[config.mk]
export PLATFORM = sky130hd
export DESIGN_NAME = hazard_stall_unit
export DESIGN_NICKNAME = d
export VERILOG_FILES = /design/src/rtl/hazard_stall_unit_pkg.sv /design/src/rtl/hazard_stall_unit_perf_counter.sv /design/src/rtl/hazard_stall_unit.sv
export SDC_FILE = /design/constraint.sdc
export NUM_CORES = 1
export LEC_CHECK = 0
export CAP_MARGIN = 10
export CELL_PAD_IN_SITES_DETAIL_PLACEMENT = 1
export CELL_PAD_IN_SITES_GLOBAL_PLACEMENT = 1
export CORE_MARGIN = 5
export CORE_UTILIZATION = 38
export DETAILED_ROUTE_END_ITERATION = 10
export PLACE_DENSITY = 0.82
export SYNTH_ARGS = -nofsm -noshare
export SYNTH_HDL_FRONTEND = slang
export SYNTH_SLANG_ARGS = --single-unit
[constraint.sdc]
create_clock -name clk -period 3.3 [get_ports clk]
set_input_delay 0.495 -clock clk [delete_from_list [all_inputs] [get_ports clk]]
set_output_delay 0.495 -clock clk [all_outputs]
set_load 0.01 [all_outputs]
[src/rtl/hazard_stall_unit_pkg.sv]
// Shared pipeline definitions: hazard FSM encoding, counter width and bubble encoding.
package hazard_stall_unit_pkg;

   typedef enum logic {
      IDLE     = 1'b0,
      MEM_WAIT = 1'b1
   } hz_state_t;

   localparam int CNT_W = 32;

   // Bubble loaded by the flush paths: sll $0,$0,0.
   localparam logic [31:0] NOP_INSTR = 32'h0000_0000;

endpackage

[src/rtl/hazard_stall_unit_perf_counter.sv]
// Saturating event counter with synchronous clear; clr beats inc, rst beats both.
module perf_counter
   import hazard_stall_unit_pkg::*;
#(
   parameter int W = CNT_W
) (
   input  logic         clk,
   input  logic         rst,
   input  logic         clr,
   input  logic         inc,
   output logic [W-1:0] count
);

   always_ff @(posedge clk) begin
      if (rst || clr) begin
         count <= '0;
      end else if (inc && (count != {W{1'b1}})) begin
         count <= count + 1'b1;
      end
   end

endmodule

[src/rtl/hazard_stall_unit.sv]
// Pipeline hazard controller: freezes, stalls and flushes pipeline registers and
// counts stall cycles and taken-branch flushes.
module hazard_stall_unit
   import hazard_stall_unit_pkg::*;
(
   input  logic             clk,
   input  logic             rst,
   input  logic [4:0]       IFID_RS,
   input  logic [4:0]       IFID_RT,
   input  logic [4:0]       IDEX_RD,
   input  logic             IDEX_MemRead,
   input  logic             BRANCH_TAKEN,
   input  logic             ICACHE_STALL,
   input  logic             DCACHE_STALL,
   input  logic             CNT_CLR,
   output logic             PC_WRITE,
   output logic             IFID_WRITE,
   output logic             IDEX_WRITE,
   output logic             EXMEM_WRITE,
   output logic             MEMWB_WRITE,
   output logic             IFID_FLUSH,
   output logic             IDEX_FLUSH,
   output logic             MEM_WAIT_ST,
   output logic [CNT_W-1:0] STALL_CYCLES,
   output logic [CNT_W-1:0] FLUSH_EVENTS
);

   hz_state_t state;
   hz_state_t state_next;
   logic      load_use;
   logic      flush_win;

   // x0 is hardwired zero, so a load targeting it never creates a dependency.
   assign load_use = IDEX_MemRead && (IDEX_RD != 5'd0) &&
                     ((IDEX_RD == IFID_RS) || (IDEX_RD == IFID_RT));

   always_ff @(posedge clk) begin
      if (rst) begin
         state <= IDLE;
      end else begin
         state <= state_next;
      end
   end

   always_comb begin
      state_next  = state;
      PC_WRITE    = 1'b1;
      IFID_WRITE  = 1'b1;
      IDEX_WRITE  = 1'b1;
      EXMEM_WRITE = 1'b1;
      MEMWB_WRITE = 1'b1;
      IFID_FLUSH  = 1'b0;
      IDEX_FLUSH  = 1'b0;
      flush_win   = 1'b0;

      case (state)
         IDLE:     if (DCACHE_STALL) state_next = MEM_WAIT;
         MEM_WAIT: if (!DCACHE_STALL) state_next = IDLE;
         default:  state_next = IDLE;
      endcase

      if (!rst) begin
         if (DCACHE_STALL) begin
            // Full freeze; a taken branch stays in EX and is re-evaluated afterwards.
            PC_WRITE    = 1'b0;
            IFID_WRITE  = 1'b0;
            IDEX_WRITE  = 1'b0;
            EXMEM_WRITE = 1'b0;
            MEMWB_WRITE = 1'b0;
         end else if (BRANCH_TAKEN) begin
            IFID_FLUSH = 1'b1;
            IDEX_FLUSH = 1'b1;
            flush_win  = 1'b1;
         end else if (load_use) begin
            PC_WRITE   = 1'b0;
            IFID_WRITE = 1'b0;
            IDEX_FLUSH = 1'b1;
         end else if (ICACHE_STALL) begin
            PC_WRITE   = 1'b0;
            IFID_FLUSH = 1'b1;
         end
      end
   end

   assign MEM_WAIT_ST = (state == MEM_WAIT);

   perf_counter #(.W(CNT_W)) u_stall_cnt (
      .clk   (clk),
      .rst   (rst),
      .clr   (CNT_CLR),
      .inc   (!PC_WRITE),
      .count (STALL_CYCLES)
   );

   perf_counter #(.W(CNT_W)) u_flush_cnt (
      .clk   (clk),
      .rst   (rst),
      .clr   (CNT_CLR),
      .inc   (flush_win),
      .count (FLUSH_EVENTS)
   );

endmodule

# After elaboration in Yosys (flattened, before gate mapping)

Index checks and enable logic that the tools add are counted.

Add/subtract/negate cells: 2
Eq/ne operators: 4
Multiplexer cells: 24
Reductions and logical operators: 8

Operators with widths:

| kind                                           | count |
|---|---|
| adder 32 x 1 -> 32 bit (second input constant) | 2 |
| inequality test 32 bit (second input constant) | 2 |
| two-way mux 1 bit                              | 24 |
| equality test 5 bit                            | 2 |
| nonzero test 5 bit                             | 1 |
| logical AND 1 bit                              | 4 |
| logical OR 1 bit                               | 2 |
| logical NOT 1 bit                              | 1 |

Bits in registers: 65
Input port bits: 22
Output and inout port bits: 72
Word-level logic and storage cells: 41

# Longest topological paths before layout

Depth after elaboration: 9
Depth in mapped cells: 9
Gate-level depth less buffers: 8

# Hierarchy

Synthesis repeated with hierarchy kept, for this count alone.

Cell total of the unflattened synthesis: 412
Area, all modules: 3611.0 sq um

Modules (own cells, without submodules):

| module            | instances | cells an instance | area each (sq um) | sequential area each (sq um) |
|---|---|---|---|---|
| perf_counter      | 2         | 189               | 1681.6            | 640.6 |
| hazard_stall_unit | 1         | 34                | 247.7             | 20.0 |

# Worst setup path before layout

OpenSTA, ideal clock, no wires.

Path kind: input -> output
Start: in IDEX_RD[1]
End: out PC_WRITE
Data arrival time: 1753 ps
Data required time: 2805 ps
Path slack: 1052 ps
Stages on the path: 6
Path buffers: 0
Cell sequence: or4_1 > o21ai_1 > or3_4 > o21ai_4 > or2_4 > inv_2

Cells in the longest elaborated chain, start to end: 7
Elaborated cells between the ends (all ways): 10
Those cells by class: eq/ne: 2; mux: 4; reduce/logical: 4

RTL lines:

| what                                                      | line                                             | source |
|---|---|---|
| start, declared                                           | hazard_stall_unit.sv:10                          | `input logic [4:0] IDEX_RD,` |
| equality test 5 bit or nonzero test 5 bit (tied branches) | hazard_stall_unit.sv:35, hazard_stall_unit.sv:34 |  |
| logical OR 1 bit or logical AND 1 bit (tied branches)     | hazard_stall_unit.sv:35, hazard_stall_unit.sv:34 |  |
| logical AND 1 bit *                                       | hazard_stall_unit.sv:34                          | `assign load_use = IDEX_MemRead && (IDEX_RD != 5'd0) &&` |
| two-way mux 1 bit *                                       | hazard_stall_unit.sv:74                          | `end else if (load_use) begin` |
| two-way mux 1 bit *                                       | hazard_stall_unit.sv:70                          | `end else if (BRANCH_TAKEN) begin` |
| two-way mux 1 bit *                                       | hazard_stall_unit.sv:63                          | `if (DCACHE_STALL) begin` |
| two-way mux 1 bit *                                       | hazard_stall_unit.sv:62                          | `if (!rst) begin` |
| end, declared                                             | hazard_stall_unit.sv:16                          | `output logic PC_WRITE,` |

Mark *: on every way between the ends. The rest lies on a longest branch, timed or not.

# Worst setup path after layout

Start: in IDEX_RD[2]
End: out PC_WRITE

The elaborated chain is that of the path after synthesis.

==> out/qor.txt <==
Final setup fails: 0
Fraction of registers with async set/reset: 0%
Worst setup path category: input pin to output pin
Via count: 3367
Yosys warning count: 0
Main area contributors after synthesis: dfxtp_1 (38%), xor2_1 (10%), nor2_1 (5.5%)
HPWL Detailed: 7760 µm
Critical Path AT: 2730 ps
Largest net degree at the start of global routing: 35
Ports: 94
Cells after synthesis: 402
Worst setup margin: 78.7 ps
Critical Path Sink Type: output pin
Worst-path fanout max: 5
Antenna Violating Nets Remaining: 0
CORE AREA: 0.00881 mm²
Fin crit period: 3220 ps
Die ar.: 0.0111 mm²
Gp weighted congestion: 0.788
Worst Setup Start Kind: input pin
Outcome: completed
Worst hold path class: flip-flop to flip-flop
DR pass1 iterations: 4
Synth top area share: 37.6%
CTS clk-pin slew, worst paths: 70 ps
Routed len/inst: 16.9 µm
CTS hold repair buffers: 0
Htree depth: 3
Commonest non-fill, non-tap cell in the layout: clkdlybuf4s50_1
Max-Cap Viols: 0
RSZ-0062 raised after global routing: false
First-pass GRT wire length: 16900 µm
Tcrit/Tclk final: 97.6%
Final nets: 521
Top FF cell, synth: dfxtp_1
Root Buffer: clkbuf_8
Worst slack, placed: 27.6 ps
Number of synthesized flops with an enable pin: 0
Worst EP required: 2800 ps
Slew HR: 57.9%
Avg Inst Size Synth: 8.61 µm²
CTS max path bufs: 2
Post-Synthesis Cell Area: 0.00346 mm²
Setup Total Neg Slack: 0 ps
PD cells: 353 mW/mm²
GRT Resource Usage Total: 18.6%
Fmax: 310 MHz
Slew @ Worst Pin: 626 ps
Sequential share of the synthesized area: 37.6%
Vias in the first global route: 3463
Synth area leader: dfxtp_1
Drt via density: 5.52
FF+latch count, synth: 65
Leakage power: 1.50 nW
CTS Sinks: 65
Worst-Skew Late Latency: 340 ps
Area growth from synthesis to layout: 35.0%
Syn Nets: 426
Chip Width: 105 µm
Antenna Cells: 0
Port bufs: 93
Max VDD drop: 0.220 mV
Detailed-route wire length: 10300 µm
Die span in y: 105 µm
Fin. max-slew vios: 0
1st-iter DRT viols: 70
Cell variety after synth: 58
Initial Util: 39.3%
Total congestion overflow: 0
DR DRC count: 0
Final Hold Vio Count: 0
Initial antenna violation count: 0
CTS tree: built
Most frequent cells in the layout: clkdlybuf4s50_1 (93), dfxtp_1 (65), nor2_1 (51)
Core Rows: 34
Worst Skew: 12.6 ps
Num CTS Buffers: 9
Share of layout cells above drive strength 1: 13.1%
==> sequential cells by signal, summed over array words and instances, names as in the netlist <==
| signal | count |
|---|---|
| u_stall_cnt.count | 32 |
| u_flush_cnt.count | 32 |
| MEM_WAIT_ST | 1 |
==> logic make-up (layout without fill, tap and decap cells) <==
group / after synthesis / after routing / share of synthesized area (%)
AOI/OAI and AO/OA: 61 / 61 / 12.0
xor gates and xnor gates: 48 / 48 / 12.4
adders and majority gates: 2 / 2 / 0.723
buffers and inverters: 26 / 126 / 4.92
DFF: 65 / 65 / 37.6
muxes: 1 / 1 / 0.289
and+or+nand+nor: 199 / 199 / 32.1
==> layer usage <==
metal | vias to the layer above | wire length [µm] | GRT usage (%)
met3 | 15 | 505 | 4.16
met5 | - | 0 | 0
li1 | 1628 | - | -
met2 | 90 | 4980 | 32.1
met1 | 1634 | 4620 | 22.1
met4 | 0 | 192 | 7.97
==> area by class of cell <==
class                           instances  area [µm²]
Inverter                                8        30.0
Fill cell                            1066        4130
Sequential cell                        65        1300
Clock inverter                          5        78.8
Timing Repair Buffer                  102         998
Tap cell                              108         135
Multi-Input combinational cell        311        2000
Clock buffer                           11         131
==> synth_stat cells, types with 7 or more instances <==
| cell | count |
|---|---|
| a21oi_1 | 15 |
| a21oi_2 | 8 |
| and3_1 | 7 |
| and4_1 | 11 |
| dfxtp_1 | 65 |
| inv_1 | 7 |
| nand2_1 | 26 |
| nand3_1 | 28 |
| nand4_1 | 17 |
| nor2_1 | 51 |
| o21ai_0 | 11 |
| o21ai_1 | 8 |
| or3_1 | 11 |
| or4_1 | 7 |
| xor2_1 | 41 |
==> path summary, 6_finish.rpt <==
| kind | startpoint | slack, ps | endpoint | cells past startpoint |
|---|---|---|---|---|
| worst max-delay path | IDEX_RD[2] | 80 | PC_WRITE | 8 |
| worst min register to register | u_stall_cnt.count[22]$_SDFFE_PP0P_ | 500 | u_stall_cnt.count[22]$_SDFFE_PP0P_ | 2 |
| worst min-delay path | u_stall_cnt.count[22]$_SDFFE_PP0P_ | 500 | u_stall_cnt.count[22]$_SDFFE_PP0P_ | 2 |
| worst max register to register | u_flush_cnt.count[17]$_SDFFE_PP0P_ | 870 | u_flush_cnt.count[15]$_SDFFE_PP0P_ | 7 |
==> power by group <==
| part | switching, mW | total [mW] | internal [mW] |
|---|---|---|---|
| Combinational | 0.0608 | 0.117 | 0.0563 |
| Sequential | 0.00231 | 0.788 | 0.786 |
| Clock | 0.319 | 0.746 | 0.426 |
==> critical path: stages <==
cell	delay [ps]
clkdlybuf4s50_1	470
or4_1	560
o21ai_2	150
or3_4	150
o21ai_4	50
or2_4	260
inv_2	60
clkdlybuf4s50_1	520
==> per-stage QoR <==
stage / instances / hold slack (ps) / instance area (µm²) / util (%) / power, mW
3_5_place_dp: 594 / 491 / 4450 / 50.6 / 0.923
4_1_cts: 610 / 501 / 4660 / 53.0 / 1.67
6_report: 610 / 501 / 4670 / 53.1 / 1.65
3_3_place_gp: 594 / 476 / 4450 / 50.6 / 0.920
2_1_floorplan: 402 / 504 / 3460 / - / 0.868
5_1_grt: 610 / 531 / 4670 / 53.1 / 1.71
==> repair_timing <==
action,CTS,global route
setup endpoints to repair,0,2
buffers inserted,0,0
resized for setup,0,2
Note: power is estimated with default switching activity, not from simulation.
